--- config.mk ---
export PLATFORM = sky130hd
export DESIGN_NAME = two_bit_1to4_demux_reg_flat
export DESIGN_NICKNAME = d
export VERILOG_FILES = /design/src/rtl/two_bit_1to4_demux_reg_pkg.sv /design/src/rtl/two_bit_1to4_demux_reg_if.sv /design/src/rtl/two_bit_1to4_demux_reg_slot.sv /design/src/rtl/two_bit_1to4_demux_reg.sv /design/src/flat_wrapper.sv
export SDC_FILE = /design/constraint.sdc
export NUM_CORES = 1
export LEC_CHECK = 0
export ABC_AREA = 0
export CAP_MARGIN = 20
export CORE_MARGIN = 4
export CORE_UTILIZATION = 40
export DETAILED_ROUTE_END_ITERATION = 7
export PLACE_DENSITY_LB_ADDON = 0.25
export RECOVER_POWER = 100
export REMOVE_ABC_BUFFERS = 1
export SYNTH_ARGS = -nofsm -noshare
export SYNTH_HDL_FRONTEND = slang
export SYNTH_SLANG_ARGS = --single-unit
--- constraint.sdc ---
create_clock -name Clock -period 2.99 [get_ports Clock]
set_clock_uncertainty 0.2 [all_clocks]
set_input_delay 0.299 -clock Clock [delete_from_list [all_inputs] [get_ports Clock]]
set_output_delay 0.299 -clock Clock [all_outputs]
set_load 0.01 [all_outputs]
--- src/rtl/two_bit_1to4_demux_reg_pkg.sv ---
// Shared constants and helpers for the registered 1-to-4 demultiplexer.
package two_bit_1to4_demux_reg_pkg;

    localparam int NCH   = 4;
    localparam int SEL_W = 2;

    typedef logic [SEL_W-1:0] sel_t;

    localparam sel_t CH_U = 2'd0;
    localparam sel_t CH_V = 2'd1;
    localparam sel_t CH_W = 2'd2;
    localparam sel_t CH_X = 2'd3;

    typedef enum logic {
        SEL_EXPLICIT = 1'b0,
        SEL_AUTO     = 1'b1
    } sel_mode_e;

    function automatic logic [NCH-1:0] chan_onehot(input sel_t ch);
        logic [NCH-1:0] oh;
        case (ch)
            CH_U:    oh = 4'b0001;
            CH_V:    oh = 4'b0010;
            CH_W:    oh = 4'b0100;
            CH_X:    oh = 4'b1000;
            default: oh = 4'b0000;
        endcase
        return oh;
    endfunction

    // The select width makes the round-robin wrap from 3 to 0 implicit.
    function automatic sel_t ptr_next(input sel_t p);
        return p + 2'd1;
    endfunction

endpackage

--- src/rtl/two_bit_1to4_demux_reg_if.sv ---
// Source and consumer handshake bundle of the 1-to-4 demultiplexer.
interface two_bit_1to4_demux_reg_if
    import two_bit_1to4_demux_reg_pkg::*;
#(
    parameter int WIDTH = 2
);

    logic [SEL_W-1:0] s;
    logic             auto;
    logic [WIDTH-1:0] d;
    logic             in_valid;
    logic             in_ready;
    logic [WIDTH-1:0] u;
    logic [WIDTH-1:0] v;
    logic [WIDTH-1:0] w;
    logic [WIDTH-1:0] x;
    logic [NCH-1:0]   out_valid;
    logic [NCH-1:0]   out_ack;
    logic [SEL_W-1:0] ptr;

    modport slave (
        input  s, auto, d, in_valid, out_ack,
        output in_ready, u, v, w, x, out_valid, ptr
    );

    modport master (
        output s, auto, d, in_valid, out_ack,
        input  in_ready, u, v, w, x, out_valid, ptr
    );

endinterface

--- src/rtl/two_bit_1to4_demux_reg_slot.sv ---
// Single-entry holding slot: a data register plus its valid flag.
module demux_slot #(
    parameter int WIDTH = 2
) (
    input  logic             Clock,
    input  logic             Resetn,
    input  logic             wr,
    input  logic             ack,
    input  logic [WIDTH-1:0] d,
    output logic [WIDTH-1:0] q,
    output logic             valid
);

    logic [WIDTH-1:0] r_q;
    logic             r_valid;
    logic [WIDTH-1:0] w_q_nxt;
    logic             w_valid_nxt;

    // A write wins over a same-cycle ack; data is held when the word is taken.
    always_comb begin
        w_q_nxt     = r_q;
        w_valid_nxt = r_valid;
        if (wr) begin
            w_q_nxt     = d;
            w_valid_nxt = 1'b1;
        end else if (ack && r_valid) begin
            w_valid_nxt = 1'b0;
        end else begin
            w_valid_nxt = r_valid;
        end
    end

    // Slot state register.
    always_ff @(posedge Clock or negedge Resetn) begin
        if (!Resetn) begin
            r_q     <= {WIDTH{1'b0}};
            r_valid <= 1'b0;
        end else begin
            r_q     <= w_q_nxt;
            r_valid <= w_valid_nxt;
        end
    end

    assign q     = r_q;
    assign valid = r_valid;

endmodule

--- src/rtl/two_bit_1to4_demux_reg.sv ---
// Registered 1-to-4 demultiplexer steering each accepted word into slot u/v/w/x.
module two_bit_1to4_demux_reg
    import two_bit_1to4_demux_reg_pkg::*;
#(
    parameter int WIDTH = 2
) (
    input  logic                     Clock,
    input  logic                     Resetn,
    two_bit_1to4_demux_reg_if.slave  bus
);

    sel_t             r_ptr;
    sel_t             w_ptr_nxt;
    sel_t             w_dest;
    logic             w_in_ready;
    logic             w_accept;
    logic [NCH-1:0]   w_wr;
    logic [NCH-1:0]   w_valid;
    logic [WIDTH-1:0] w_q [NCH];

    // Destination decode and ready: a full slot is writable only while it is being acked.
    always_comb begin
        w_dest = bus.s;
        if (sel_mode_e'(bus.auto) == SEL_AUTO) begin
            w_dest = r_ptr;
        end else begin
            w_dest = bus.s;
        end
        w_in_ready = Resetn & (~w_valid[w_dest] | bus.out_ack[w_dest]);
        w_accept   = bus.in_valid & w_in_ready;
        if (w_accept) begin
            w_wr = chan_onehot(w_dest);
        end else begin
            w_wr = 4'b0000;
        end
    end

    // Round-robin pointer advances only on accepts made in auto mode.
    always_comb begin
        w_ptr_nxt = r_ptr;
        if (w_accept && (sel_mode_e'(bus.auto) == SEL_AUTO)) begin
            w_ptr_nxt = ptr_next(r_ptr);
        end else begin
            w_ptr_nxt = r_ptr;
        end
    end

    // Pointer register.
    always_ff @(posedge Clock or negedge Resetn) begin
        if (!Resetn) begin
            r_ptr <= CH_U;
        end else begin
            r_ptr <= w_ptr_nxt;
        end
    end

    for (genvar gi = 0; gi < NCH; gi++) begin : g_slot
        demux_slot #(
            .WIDTH (WIDTH)
        ) u_slot (
            .Clock  (Clock),
            .Resetn (Resetn),
            .wr     (w_wr[gi]),
            .ack    (bus.out_ack[gi]),
            .d      (bus.d),
            .q      (w_q[gi]),
            .valid  (w_valid[gi])
        );
    end

    assign bus.u         = w_q[CH_U];
    assign bus.v         = w_q[CH_V];
    assign bus.w         = w_q[CH_W];
    assign bus.x         = w_q[CH_X];
    assign bus.out_valid = w_valid;
    assign bus.ptr       = r_ptr;
    assign bus.in_ready  = w_in_ready;

endmodule
--- src/flat_wrapper.sv ---
// flat-port wrapper written by rule: the top's interface ports become plain ports
module two_bit_1to4_demux_reg_flat import two_bit_1to4_demux_reg_pkg::*;
#(
    parameter int WIDTH = 2
)
  (Clock, Resetn, bus_s, bus_auto, bus_d, bus_in_valid, bus_out_ack, bus_in_ready, bus_u, bus_v, bus_w, bus_x, bus_out_valid, bus_ptr);
  two_bit_1to4_demux_reg_if #(.WIDTH(WIDTH)) bus_i ();
  input  logic Clock;
  input  logic Resetn;
  input wire logic [$bits(bus_i.s)-1:0] bus_s;
  input wire logic [$bits(bus_i.auto)-1:0] bus_auto;
  input wire logic [$bits(bus_i.d)-1:0] bus_d;
  input wire logic [$bits(bus_i.in_valid)-1:0] bus_in_valid;
  input wire logic [$bits(bus_i.out_ack)-1:0] bus_out_ack;
  output wire logic [$bits(bus_i.in_ready)-1:0] bus_in_ready;
  output wire logic [$bits(bus_i.u)-1:0] bus_u;
  output wire logic [$bits(bus_i.v)-1:0] bus_v;
  output wire logic [$bits(bus_i.w)-1:0] bus_w;
  output wire logic [$bits(bus_i.x)-1:0] bus_x;
  output wire logic [$bits(bus_i.out_valid)-1:0] bus_out_valid;
  output wire logic [$bits(bus_i.ptr)-1:0] bus_ptr;
  assign bus_i.s = bus_s;
  assign bus_i.auto = bus_auto;
  assign bus_i.d = bus_d;
  assign bus_i.in_valid = bus_in_valid;
  assign bus_i.out_ack = bus_out_ack;
  assign bus_in_ready = bus_i.in_ready;
  assign bus_u = bus_i.u;
  assign bus_v = bus_i.v;
  assign bus_w = bus_i.w;
  assign bus_x = bus_i.x;
  assign bus_out_valid = bus_i.out_valid;
  assign bus_ptr = bus_i.ptr;
  two_bit_1to4_demux_reg #(.WIDTH(WIDTH)) u_core (.Clock(Clock), .Resetn(Resetn), .bus(bus_i));
endmodule
* Yosys cells after proc, flatten, opt, wreduce, memory -nomap -nowiden
Cells that the tools add are included.
** Storage, ports and cells
- Flip-flop bits (word level) :: 14
- Bits in latches :: 0
- Memory bits (writable) :: 0
- Memory bits (read-only) :: 0
- Bits of input ports :: 12
- Logic and storage cells :: 43
- Memories :: 0
** Operators by class
- $add $sub $neg :: 1
- Multipliers :: 0
- Div/mod/pow operators :: 0
- Order comparisons :: 1
- Equality and inequality tests :: 3
- Shifts and indexed selects :: 0
- Mux-type cells :: 15
- Bitwise gates (word level) :: 4
- Reduce and logical (&&, ||, !) cells :: 10
** Operators by type and width (number)
- one-hot mux 4 bit (4 select lines) :: 1
- two-way mux 1 bit :: 10
- nonzero test 2 bit :: 4
- logical AND 1 bit :: 5
- binary-select mux 1 bit (select 2 bit) :: 2
- equality test 2 bit, second input constant :: 2
- two-way mux 4 bit :: 1
- less-than comparator 2 x 3 -> 1 bit, second input constant :: 1
- adder 2 x 1 -> 2 bit, second input constant :: 1
- AND 1 bit :: 2
- equality test 2 x 1 -> 1 bit, second input constant :: 1
- logical NOT 2 bit :: 1
- two-way mux 2 bit :: 1
- inverter 1 bit :: 1
- OR 1 bit :: 1

* Depth between registers and ports, before layout
Gate-level depths: netlist of the first run.
- Depth after elaboration :: 9
- Gate-level depth with buffers :: 3
- Gate-level depth less buffers :: 3

* By module
Synthesis of the first run repeated with hierarchy kept, for this count alone.
** Unflattened totals
- Cell total of the unflattened synthesis :: 54
- Area total of the unflattened synthesis :: 646.9 sq um
** By module, submodules not included
- demux_slot :: times used 4, cells each 7, area an instance 110.1 sq um, sequential area each 75.1 sq um
- two_bit_1to4_demux_reg :: times used 1, cells each 26, area an instance 206.4 sq um, sequential area each 50.0 sq um

* Worst setup path after synthesis of the first run
OpenSTA, ideal clock, no wires.
- Path kind :: reg-to-reg
- From :: reg u_core.r_ptr[1] (netlist: u_core.bus.ptr[1])
- To :: reg u_core.g_slot[1].u_slot.r_q[0]
- Library setup time :: 125 ps
- Data arrival time :: 1427 ps
- Data required time :: 2665 ps
- Setup slack :: 1238 ps
- Cell stages (with the launch flop) :: 4
- Path buffers :: 0
- Cell sequence :: dfrtp_1 -> mux2i_4 -> nor4b_4 -> mux2_2
** On the way
- Cells in the longest elaborated chain, start to end :: 8
- Elaborated cells on any way between the ends :: 15
- Classes of those cells :: 3 x eq/ne; 7 x mux; 4 x bitwise; 1 x reduce/logical
** RTL lines
- start, declared :: line two_bit_1to4_demux_reg.sv:12 : sel_t r_ptr;
- start signal, assigned :: line two_bit_1to4_demux_reg.sv:53 : r_ptr <= w_ptr_nxt;
- two-way mux 2 bit (*) :: line two_bit_1to4_demux_reg.sv:24 : if (sel_mode_e'(bus.auto) == SEL_AUTO) begin
- binary-select mux 1 bit (select 2 bit) :: line two_bit_1to4_demux_reg.sv:29 : w_in_ready = Resetn & (~w_valid[w_dest] | bus.out_ack[w_dest]);
- two-way mux 1 bit (not written as such) :: line two_bit_1to4_demux_reg.sv:29
- inverter 1 bit :: line two_bit_1to4_demux_reg.sv:29
- OR 1 bit :: line two_bit_1to4_demux_reg.sv:29
- AND 1 bit :: line two_bit_1to4_demux_reg.sv:29
- AND 1 bit :: line two_bit_1to4_demux_reg.sv:30 : w_accept = bus.in_valid & w_in_ready;
- two-way mux 4 bit (*) :: line two_bit_1to4_demux_reg.sv:31 : if (w_accept) begin
- end signal, assigned :: line two_bit_1to4_demux_reg_slot.sv:36 : r_q <= {WIDTH{1'b0}};
- end signal, assigned :: line two_bit_1to4_demux_reg_slot.sv:39 : r_q <= w_q_nxt;
- end, declared :: line two_bit_1to4_demux_reg_slot.sv:14 : logic [WIDTH-1:0] r_q;
Every way passes the cells marked *; elsewhere a longest branch is shown, timed or not. The select of a mux whose other input is x is not followed.
A chain may end at the register's enable or synchronous reset.

* Worst setup path in the final report of the first run
- From :: in bus_auto
- To :: out bus_in_ready
** On the way
- Cells in the longest elaborated chain, start to end :: 6
- Elaborated cells on any way between the ends :: 8
- Classes of those cells :: 5 x mux; 3 x bitwise
** RTL lines
- start, declared :: line flat_wrapper.sv:11 : input wire logic [$bits(bus_i.auto)-1:0] bus_auto;
- two-way mux 2 bit (*) :: line two_bit_1to4_demux_reg.sv:24
- binary-select mux 1 bit (select 2 bit) :: line two_bit_1to4_demux_reg.sv:29
- two-way mux 1 bit (not written as such) :: line two_bit_1to4_demux_reg.sv:29
- inverter 1 bit :: line two_bit_1to4_demux_reg.sv:29
- OR 1 bit (*) :: line two_bit_1to4_demux_reg.sv:29
- AND 1 bit (*) :: line two_bit_1to4_demux_reg.sv:29
- end, declared :: line flat_wrapper.sv:15 : output wire logic [$bits(bus_i.in_ready)-1:0] bus_in_ready;
Marked as above.

==> flow_summary.ini, run 1 <==
[critical_path]
path_delay_family = buffers and inverters
critPathLaunch = bus_auto
critical_path.startpoint_type = input port
cp_data_required_time_ns = 2.49
cpPeakStageDelay_ns = 0.64
slowest_stage = sky130_fd_sc_hd__clkdlybuf4s50_1
cp_cell_sequence = clkdlybuf4s50_1 > mux2i_4 > mux2i_1 > o2bb2ai_1 > dlygate4sd3_1
end_kind = output port
cp.depth = 5
critPathBufInv = 2
regToRegStartpoint = u_core.bus.ptr[1]$_DFFE_PN0P_
worst-endpoint-arrival_ns = 2.30
critPathKind = input port to output port
r2r_setup_slack_ns = 0.86
rr_endpoint = u_core.g_slot[1].u_slot.q[1]$_DFFE_PN0P_
cp_capture_point = bus_in_ready
peak_fanout_along_the_critical_path = 5
rr_worst_depth = 4

[synthesis]
synth-edff-count = 0
yosys_warnings = 0
synthCells = 58
avgSynthCellArea_um2 = 13.1
async_flop_share_pct = 100
synth_flop_cell = sky130_fd_sc_hd__dfrtp_1
ys_ff_latch = 14
synth_cell_types = 24
synth.cell_area_um2 = 759
synth_sequential_area_ratio_pct = 46.1

[drt]
drt.antenna.violating_nets = 0
route.vias.total = 553
post_drt_wl_per_cell_um = 13.6
drt_iter0_drc = 5
wl_um = 1520
drtPass1Iterations = 3
post_route_drc = 0
route.detailed.vias_per_inst = 4.94

[sta]
finalCriticalPeriod_ns = 2.80
worst-slew-pin-transition_ns = 0.563
slew_violations = 0
setup_violations_final = 0
setup-tns-final_ns = 0
grt_setup_unrepaired = false
final_hold_viol_count = 0
worst_slew_margin_relative_to_its_limit_pct = 61.9
fmax_mhz = 357
layout_worst_path_cycle_share_pct = 93.7

[floorplan]
die-width_um = 51.6
num_rows = 15
fp.dieArea_mm2 = 0.00266
initial_core_utilization_pct = 43.0
floorplan.core_area_mm2 = 0.00176
die_h_um = 51.6
top_level_ports = 27

[global_routing]
grt_start_max_net_pins = 9
grt_first_pass_wirelength_um = 2790
grt_antenna_before_repair = 0
first_global_vias = 625
grt_overflow_total = 0
grt_util_all_layers_pct = 14.1

[final_layout]
num_antenna_cells = 0
most_used_cells_in_the_layout_excluding_fill_and_tap_cells = sky130_fd_sc_hd__dlygate4sd3_1, sky130_fd_sc_hd__dfrtp_1, sky130_fd_sc_hd__clkdlybuf4s50_1, sky130_fd_sc_hd__mux2_2
final_layout_size_suffix_gt1_share_pct = 19.5
design_area_mm2 = 0.00102
areaGrowthSynthToFinish_pct = 34.8
nNetsFinal = 100
mostFrequentLayoutCell = sky130_fd_sc_hd__dlygate4sd3_1

[place]
placedInstanceArea_mm2 = 0.00104
port_buffers = 26
routabilityCongestion = 0.781
place.detailed.hpwl_um = 1250

[hold_path]
kind_of_path_behind_the_tightest_hold_check = input port to asynchronous set/reset pin

[cts]
clk-insertion-delay-late_ns = 0.27
clock_tree.buffer_depth = 2
cts_root_buffer = sky130_fd_sc_hd__clkbuf_4
post_cts_resize_count = 0
post_cts_buffers = 0
tritoncts = built
cts.htree.levels = 1
clk_transition_reported_paths_ns = 0.08
clock_sinks = 14
hold_buffers = 0
numCtsBuffers = 3

[power]
irDropWorstVdd_v = 0.000429
pwr_density_cell_mw_per_mm2 = 769
p_leak_nw = 0.440

[outcome]
run_status = completed

[job]
maxCapViolCount = 0
## worst reg2reg max path: stages (launching register included)
cell and delay [ns]:
sky130_fd_sc_hd__dfrtp_1 0.44, sky130_fd_sc_hd__mux2i_4 0.22, sky130_fd_sc_hd__clkbuf_1 0.25, sky130_fd_sc_hd__nor4b_1 0.51
sky130_fd_sc_hd__mux2_2 0.40
## flip-flops by register name (all words and copies together) (netlist names)
register                    flops
u_core.bus.ptr                  2
u_core.g_slot.u_slot.q          8
u_core.g_slot.u_slot.valid      4
## cell usage after synthesis, types with 2 or more instances
| master | count | area share (%) |
|---|---|---|
| sky130_fd_sc_hd__dfrtp_1 | 14 | 46 |
| sky130_fd_sc_hd__mux2_2 | 7 | 10 |
| sky130_fd_sc_hd__buf_4 | 4 | 4.0 |
| sky130_fd_sc_hd__nand2_1 | 3 | 1.5 |
| sky130_fd_sc_hd__nand2b_1 | 3 | 2.5 |
| sky130_fd_sc_hd__and2_1 | 2 | 1.6 |
| sky130_fd_sc_hd__and4_2 | 2 | 2.6 |
| sky130_fd_sc_hd__mux2_1 | 2 | 3.0 |
| sky130_fd_sc_hd__mux2i_1 | 2 | 2.6 |
| sky130_fd_sc_hd__nor2b_1 | 2 | 1.6 |
| sky130_fd_sc_hd__nor4b_4 | 2 | 6.3 |
| sky130_fd_sc_hd__o21ai_0 | 2 | 1.3 |
| sky130_fd_sc_hd__or2_2 | 2 | 1.6 |
## through the flow
stage | setup WS [ns] | utilization, % | total power, mW | instances | hold slack [ns]
floorplan | 1.24 | - | 0.504 | 54 | -0.197
global placement | 0.293 | 59.1 | 0.718 | 108 | 0.276
detailed placement | 0.231 | 59.1 | 0.726 | 108 | 0.278
CTS | 0.235 | 61.2 | 0.862 | 112 | 0.0718
global route | 0.0761 | 58.0 | 0.851 | 112 | 0.156
finish | 0.190 | 58.0 | 0.787 | 112 | 0.147
## layout make-up
cell class / count / area, um2
fill: 169 / 741
sequential: 14 / 350
tap: 25 / 31.3
timing repair buffer: 29 / 272
clock buffer: 4 / 36.3
multi-input combinational: 39 / 330
inverter: 1 / 3.75
## routing by layer
metal | up-vias | share of wire (%) | GRT usage [%] | routed length [um]
met3 | 2 | 7.7 | 3.72 | 117
met1 | 261 | 46 | 17.9 | 696
met5 | - | 0 | 0 | 0
met4 | 0 | 1.1 | 6.55 | 17
met2 | 19 | 45 | 22.2 | 689
li1 | 271 | - | - | -
## kinds of logic after synthesis
group	after synthesis	synth area share (%)
simple gates	19	22.1
flops	14	46.1
buf+inv	5	4.45
mux	13	20.8
compound gates	7	6.59
## power by group
| group | leakage, nW | switching (mW) | internal (mW) |
|---|---|---|---|
| sequential | 0.173 | 0.0500 | 0.265 |
| clock | 0.0210 | 0.0573 | 0.0739 |
| combinational | 0.245 | 0.139 | 0.201 |
## how the worst min path moves through the flow
stage	start	endpoint	slack (ns)	cells after the start
2_1_floorplan	Resetn	u_core.bus.ptr[0]$_DFFE_PN0P_	-0.20	0
3_3_place_gp	u_core.g_slot[3].u_slot.q[0]$_DFFE_PN0P_	u_core.g_slot[3].u_slot.q[0]$_DFFE_PN0P_	0.28	1
3_5_place_dp	u_core.g_slot[3].u_slot.q[1]$_DFFE_PN0P_	u_core.g_slot[3].u_slot.q[1]$_DFFE_PN0P_	0.28	1
4_1_cts	Resetn	u_core.bus.ptr[0]$_DFFE_PN0P_	0.07	1
5_1_grt	Resetn	u_core.bus.ptr[0]$_DFFE_PN0P_	0.16	1
6_report	Resetn	u_core.bus.ptr[0]$_DFFE_PN0P_	0.15	1
Note: power is estimated with default switching activity, not from simulation.
==> run 2, diff against run 1 <==
CELL_PAD_IN_SITES_DETAIL_PLACEMENT = 0   (was not set)
CELL_PAD_IN_SITES_GLOBAL_PLACEMENT = 2   (was not set)
CORE_UTILIZATION = 29   (was 40)
==> run 2 against run 1 <==
Net effect: via count grew 0.54%; final cell count grew 2.7%; combinational power about the same; sequential share of layout area is 0.86 points higher; global-route usage decreased by 2.7 points; power down 4.1%.
==> flow_summary.ini, run 2 (same netlist as run 1, synthesis figures left out) <==
[outcome]
run_status = completed

[sta]
finalCriticalPeriod_ns = 2.80
fmax_mhz = 357
worst_slew_margin_relative_to_its_limit_pct = 58.5
setup_violations_final = 0
layout_worst_path_cycle_share_pct = 93.6
worst-slew-pin-transition_ns = 0.622
grt_setup_unrepaired = false
slew_violations = 0
setup-tns-final_ns = 0
final_hold_viol_count = 0

[critical_path]
critPathKind = input port to output port
cpPeakStageDelay_ns = 0.67
cp_data_required_time_ns = 2.49
path_delay_family = buffers and inverters
critical_path.startpoint_type = input port
crit_top_cell = sky130_fd_sc_hd__mux2i_1
critPathBufInv = 2
worst-endpoint-arrival_ns = 2.30
peak_fanout_along_the_critical_path = 5
cp_cell_sequence = dlygate4sd3_1 > mux2i_1 > mux2i_1 > o2bb2ai_1 > clkdlybuf4s50_1
end_kind = output port
slowest_stage = sky130_fd_sc_hd__dlygate4sd3_1

[place]
port_buffers = 26
place.detailed.hpwl_um = 1290
routabilityCongestion = 0.722
placedInstanceArea_mm2 = 0.00104

[drt]
wl_um = 1650
post_route_drc = 0
drt.antenna.violating_nets = 0
drt_iter0_drc = 8
route.detailed.vias_per_inst = 4.83
route.vias.total = 556
post_drt_wl_per_cell_um = 14.4
drtPass1Iterations = 4

[power]
internal_power_uw = 510
power_frac_clock_pct = 13.9
irDropWorstVdd_v = 0.000421
power_frac_comb_pct = 44.9
pwr_density_cell_mw_per_mm2 = 756
p_leak_nw = 0.430
share_seq_of_total_power_pct = 41.3
power_switching_uw = 245
power.switching_fraction_pct = 32.5

[global_routing]
grt_overflow_total = 0
grt_antenna_before_repair = 0
grt_util_all_layers_pct = 11.4
grt_first_pass_wirelength_um = 2910
first_global_vias = 594
grt_start_max_net_pins = 13

[cts]
clock_sinks = 14
cts.htree.levels = 1
post_cts_resize_count = 0
cts_root_buffer = sky130_fd_sc_hd__clkbuf_4
clk_transition_reported_paths_ns = 0.08
clock_tree.buffer_depth = 2
clk-insertion-delay-late_ns = 0.28
post_cts_buffers = 0
tritoncts = built
numCtsBuffers = 3
hold_buffers = 0

[final_layout]
areaGrowthSynthToFinish_pct = 31.5
mostFrequentLayoutCell = sky130_fd_sc_hd__dlygate4sd3_1
number_of_flip_flops_in_the_largest_register = 8
design_area_um2 = 998
nNetsFinal = 99
final_layout_size_suffix_gt1_share_pct = 16.5
most_used_cells_in_the_layout_excluding_fill_and_tap_cells = sky130_fd_sc_hd__dlygate4sd3_1, sky130_fd_sc_hd__dfrtp_1, sky130_fd_sc_hd__clkdlybuf4s50_1, sky130_fd_sc_hd__mux2_2
num_antenna_cells = 0

[hold_path]
kind_of_path_behind_the_tightest_hold_check = input port to asynchronous set/reset pin

[floorplan]
num_rows = 18
die-width_um = 59.2
fp.dieArea_mm2 = 0.00350
initial_core_utilization_pct = 30.7
top_level_ports = 27
floorplan.core_area_mm2 = 0.00248
die_h_um = 59.2

[job]
maxCapViolCount = 0
run 2: area by class of cell:
cell class | count | area [um2]
sequential | 14 | 350
fill | 261 | 1480
timing repair buffer | 28 | 268
clock buffer | 3 | 22.5
tap | 30 | 37.5
inverter | 1 | 3.75
multi-input combinational | 39 | 317
run 2: worst paths after layout:
kind / startpoint / to / slack (ns) / depth (start not counted)
worst min register to register: u_core.g_slot[3].u_slot.q[1]$_DFFE_PN0P_ / u_core.g_slot[3].u_slot.q[1]$_DFFE_PN0P_ / 0.29 / 1
max in group asynchronous: Resetn / u_core.g_slot[2].u_slot.q[1]$_DFFE_PN0P_ / 1.61 / 2
worst min-delay path: Resetn / u_core.bus.ptr[0]$_DFFE_PN0P_ / 0.14 / 1
min in group Clock: u_core.g_slot[3].u_slot.q[1]$_DFFE_PN0P_ / u_core.g_slot[3].u_slot.q[1]$_DFFE_PN0P_ / 0.29 / 1
worst max register to register: u_core.bus.ptr[1]$_DFFE_PN0P_ / u_core.g_slot[1].u_slot.q[1]$_DFFE_PN0P_ / 0.69 / 4
worst max-delay path: bus_auto / bus_in_ready / 0.19 / 5
run 2: through the flow:
step / cells / hold WS [ns] / setup slack [ns] / util (%) / total power [mW]
final: 115 / 0.140 / 0.190 / 40.3 / 0.755
after global routing: 115 / 0.158 / 0.0946 / 40.3 / 0.813
after CTS: 115 / 0.0751 / 0.271 / 43.0 / 0.838
after detailed placement: 112 / 0.277 / 0.289 / 42.1 / 0.726
after global placement: 112 / 0.280 / 0.307 / 42.1 / 0.725
after floorplan: 54 / -0.197 / 1.24 / - / 0.504
run 2: worst reg2reg max path: cells and delay by family, from the launching register on:
family	cells	cell delay, ns
mux	2	0.70
buf+inv	1	0.33
simple gates	1	0.54
flops	1	0.43
run 2: power groups by stage:
stage | clock network, mW | registers (mW) | logic (mW)
after detailed placement | 0 | 0.323 | 0.403
final | 0.105 | 0.312 | 0.339
after floorplan | 0 | 0.355 | 0.149
after global routing | 0.118 | 0.325 | 0.370
after CTS | 0.111 | 0.321 | 0.405
after global placement | 0 | 0.324 | 0.402
run 2: layer usage:
metal / share of wire, % / routed length, um / global-route usage, % / up-vias
met5: 0 / 0 / 0 / -
met4: 2.1 / 35 / 5.83 / 0
met3: 7.0 / 115 / 3.27 / 5
met2: 44 / 722 / 16.6 / 22
met1: 47 / 777 / 15.4 / 266
li1: - / - / - / 263
==> RTL change 1: new RTL, settings of run 1 <==
Set the package constant `SEL_W` to 3 (it was 2).
--- a/src/rtl/two_bit_1to4_demux_reg_pkg.sv
+++ b/src/rtl/two_bit_1to4_demux_reg_pkg.sv
@@ -3,5 +3,5 @@
 
     localparam int NCH   = 4;
-    localparam int SEL_W = 2;
+    localparam int SEL_W = 3;
 
     typedef logic [SEL_W-1:0] sel_t;
Ports: changed (resized bus_ptr and bus_s); port bits go from 27 to 29. The function was not compared with the original's and may differ.
==> RTL change 1 against run 1 <==
  * Cell area up 7.5%
  * Die area up 3.6%
  * Fmax up 1.5%
  * Global-route usage up 0.63 points
  * Sequential share of layout area down 0.10 points
  * Wire length up 9.9%
  * Synthesized cell count up 19%
  * Total power up 2.9%
  * Setup slack better by 0.041 ns
  * Sequential cell count up 1
  * Via count up 12%
  * Area after synthesis up 4.3%
  * Combinational power up 8.2%
  * Critical endpoint unchanged
==> RTL change 1: results (changes against run 1) <==
placed_design:
  place_hpwl_um: 1397  # +12%
  portBuffers: 28  # +7.7%
  dpl_worst_slack_ns: 0.2744  # +0.04358 ns
  routabilityCongestion: 0.8990  # +15%
pwr:
  pg_clk_mw: 0.108  # -18%
  seqPwrFrac: 0.412  # +0.011
  p_clk_frac: 0.133  # -0.034
  p_leak_nw: 0.5110  # +16%
  ir_drop_v: 0.0004680  # +9.0%
synthesis:
  syn_avg_cell_area_um2: 11.48  # -12%
  synth_common_cells: "15 x dfrtp_1, 7 x mux2_2, 7 x nand2_1"
  netlist_top_cells_area: "dfrtp_1 47%, mux2_2 10%, mux2i_1 5.1%"
  synth-seq-area-share: 0.4739  # +0.01265
global_routing:
  grt_use_total: 0.1472  # +0.006278
  grt_pass1_wl_um: 3070  # +10%
  grtUsageMet2: 0.2521  # +0.02961
  met1_usage: 0.1878  # +0.008676
  grt_max_degree: 13  # +4
  use_met3: 0.03134  # -0.005910
finish:
  drive_gt1_frac: 0.1500  # -0.04540
  nets: 115  # +15%
route:
  num_vias: 617  # +12%
  totalWireLength_um: 1671  # +9.9%
  wl_met2_um: 804  # +17%
timing:
  setup_ws_ns: 0.2302  # +0.04064 ns
status:
  status: "finished clean"
setup_path:
  arrival_ns: 2.26  # -0.04 ns
  crit_fanout: 6  # +1
==> RTL change 1: cell type report <==
class	count	area [µm²]
inverters	1	3.754
clock buffers	3	22.52
clock inverters	1	5.005
repair buffers	32	299.0
flip-flops and latches	15	375.4
well taps	25	31.28
fillers	167	701.9
multi-input cells	48	362.8
==> RTL change 1: per-stage QoR <==
| step | utilization | hold slack [ns] |
|---|---|---|
| 5_1_grt | 0.6104 | 0.1667 |
| 3_5_place_dp | 0.6063 | 0.2914 |
| 2_1_floorplan | - | -0.1966 |
| 4_1_cts | 0.6215 | 0.08786 |
| 6_report | 0.6104 | 0.1512 |
| 3_3_place_gp | 0.6063 | 0.2884 |
==> RTL change 1: cell families after synthesis <==
group,count (synthesis),share of synthesized area
buf+inv,6,0.05687
xor+xnor,1,0.01106
mux,14,0.2164
compound gates,8,0.06636
flops,15,0.4739
fa+ha+maj,1,0.01580
simple gates,24,0.1596
==> RTL change 2: new RTL, flow settings as in run 1 <==
Without the edit above. Make the reset (`Resetn`) synchronous in 2 clocked blocks.
--- a/src/rtl/two_bit_1to4_demux_reg_slot.sv
+++ b/src/rtl/two_bit_1to4_demux_reg_slot.sv
@@ -32,5 +32,5 @@
 
     // Slot state register.
-    always_ff @(posedge Clock or negedge Resetn) begin
+    always_ff @(posedge Clock) begin
         if (!Resetn) begin
             r_q     <= {WIDTH{1'b0}};
--- a/src/rtl/two_bit_1to4_demux_reg.sv
+++ b/src/rtl/two_bit_1to4_demux_reg.sv
@@ -47,5 +47,5 @@
 
     // Pointer register.
-    always_ff @(posedge Clock or negedge Resetn) begin
+    always_ff @(posedge Clock) begin
         if (!Resetn) begin
             r_ptr <= CH_U;
Formal check against the unedited RTL: differs if Resetn is asserted again (counterexample within 4 cycles, from zero or initial values and one cycle with Resetn low); with Resetn held inactive, the same outputs for 10 cycles.
==> RTL change 2 against run 1 <==
  * Sequential share of layout area decreased by 4.9 points
  * Core utilization increased by 4.0 points
  * Setup slack improved by 0.044 ns
  * Final cell count decreased by 1.8%
  * Highest routed layer unchanged
  * Area after synthesis decreased by 12%
  * Sequential cell count unchanged
  * Wire length decreased by 4.1%
  * Cell area decreased by 6.6%
  * Die area decreased by 9.8%
Power is not compared: it rests on default switching activity, and its combinational part moved more than twofold at a synthesized area within 25%.
==> RTL change 2: results (changes against run 1) <==
setup_path:
  slowest_stage: "dlygate4sd3_1"
  crit_fanout: 4  # -1
  reg2reg_slack_ns: 1.12  # +0.26 ns
  arrival_ns: 2.26  # -0.04 ns
  rr_worst_depth: 4  # unchanged
  r2r-end: "u_core.bus.ptr[1]"
  slowest_delay_ns: 0.57  # -0.07 ns
  rr_startpoint: "u_core.bus.ptr[1]"
cts:
  cts_setup_buffers: 0  # unchanged
  clockRootBuffer: "clkbuf_4"
  clock_latency_ns: 0.27  # about the same
  htreeDepth: 1  # unchanged
  cts-buffers-inserted: 3  # unchanged
  cts_buffer_depth: 2  # unchanged
timing:
  worst_pin_slew_ns: 0.3777  # -0.1853 ns
  hold_slack_ns: 0.3143  # +0.1671 ns
min_path:
  hold_class: "reg2reg"
  whs_path_depth: 2
  hold_start: "u_core.g_slot[1].u_slot.q[0]"
route:
  num_vias: 554  # +0.18%
  vias_per_cell: 5.036  # +2.0%
  drtIter0Drc: 9  # +4
  drt_first_pass_iters: 3  # unchanged
  totalWireLength_um: 1458  # -4.1%
synthesis:
  ys_async_sr_fraction: 0  # -1.000
  synth-seq-area-share: 0.4171  # -0.04415
  synthFlopType: "dfxtp_1"
  synth_common_cells: "14 x dfxtp_1, 12 x nor2b_1, 10 x mux2i_1"
  ys_warn_count: 0  # unchanged
  ys_types: 18  # -25%
  netlist_top_cells_area: "dfxtp_1 42%, mux2i_1 15%, nor2b_1 11%"
  synth_cells: 65  # +12%
finish:
  largest_register_ff_count: 8  # unchanged
  multi_input_area_um2: 346.6  # +4.9%
  nFillCells: 138  # -18%
  antenna_cells: 0  # unchanged
  drive_gt1_frac: 0.07447  # -0.1209
  nets: 108  # +8.0%
pwr:
  p_leak_nw: 0.3813
  ir_drop_v: 0.0002531
global_routing:
  antenna_found_initial: 0  # unchanged
  use_met3: 0.02752  # -0.009726
  met1_usage: 0.1827  # +0.003498
  grt_pass1_vias: 566  # -9.4%
  grtUsageMet2: 0.2065  # -0.01594
  grt_max_degree: 12  # +3
  grt_pass1_wl_um: 2635  # -5.5%
  grt_use_total: 0.1368  # -0.004177
placed_design:
  routabilityCongestion: 0.8329  # +6.6%
  dpl-instance-area_um2: 952.2  # -8.8%
  dpl_worst_slack_ns: 0.2901  # +0.05932 ns
status:
  status: "finished clean"
==> RTL change 2: cell types whose count changed in the layout (fill, tap and decap cells not counted), sizes merged, moves of 3 or more <==
cell,delta
dfrtp,-14
dfxtp,+14
nor2b,+10
mux2i,+6
mux2,-5
o21a,+5
nand2b,-3
nor4,+3
==> RTL change 2: cell type report <==
type                            count  area share
Multi-Input combinational cell     45      0.3626
Timing Repair Buffer               32      0.2997
Sequential cell                    14      0.2932
Clock buffer                        3     0.02356
Tap cell                           16     0.02094
==> RTL change 2: worst max-delay path by stage <==
stage                 startpoint           endpoint  slack, ns  depth (start not counted)
2_1_floorplan  u_core.bus.ptr[1]  u_core.bus.ptr[1]       1.20                          4
3_3_place_gp            bus_auto       bus_in_ready       0.31                          6
3_5_place_dp            bus_auto       bus_in_ready       0.29                          6
4_1_cts                 bus_auto       bus_in_ready       0.29                          6
5_1_grt                 bus_auto       bus_in_ready       0.10                          6
6_report                bus_auto       bus_in_ready       0.23                          6
==> RTL change 2: cells by family (layout without fill, tap and decap cells) <==
family / count (synthesis) / in the layout / share of synthesized area
compound gates: 9 / 9 / 0.09685
buf+inv: 6 / 35 / 0.06703
flops: 14 / 14 / 0.4171
mux: 14 / 14 / 0.2272
simple gates: 22 / 22 / 0.1918
==> RTL change 2: report_power, final <==
group	total (mW)	switching (mW)	leakage, nW	internal, mW
combinational	0.0648	0.0268	0.254	0.0380
clock	0.102	0.0550	0.0138	0.0465
sequential	0.195	0.00338	0.114	0.192
total	0.362	0.0852	0.381	0.276
==> RTL change 2: critical path, delay by kind of cell <==
kind / cells / cell delay, ns
buffers and inverters: 2 / 1.10
AO/OA/AOI/OAI: 1 / 0.11
multiplexers: 2 / 0.66
AND/OR/NAND/NOR: 1 / 0.09
==> RTL change 2: metal layers <==
metal | vias to the layer above | wire length [µm]
li1 | 286 | -
met1 | 253 | 706
met2 | 13 | 667
met3 | 2 | 67
met4 | 0 | 17
met5 | - | 0
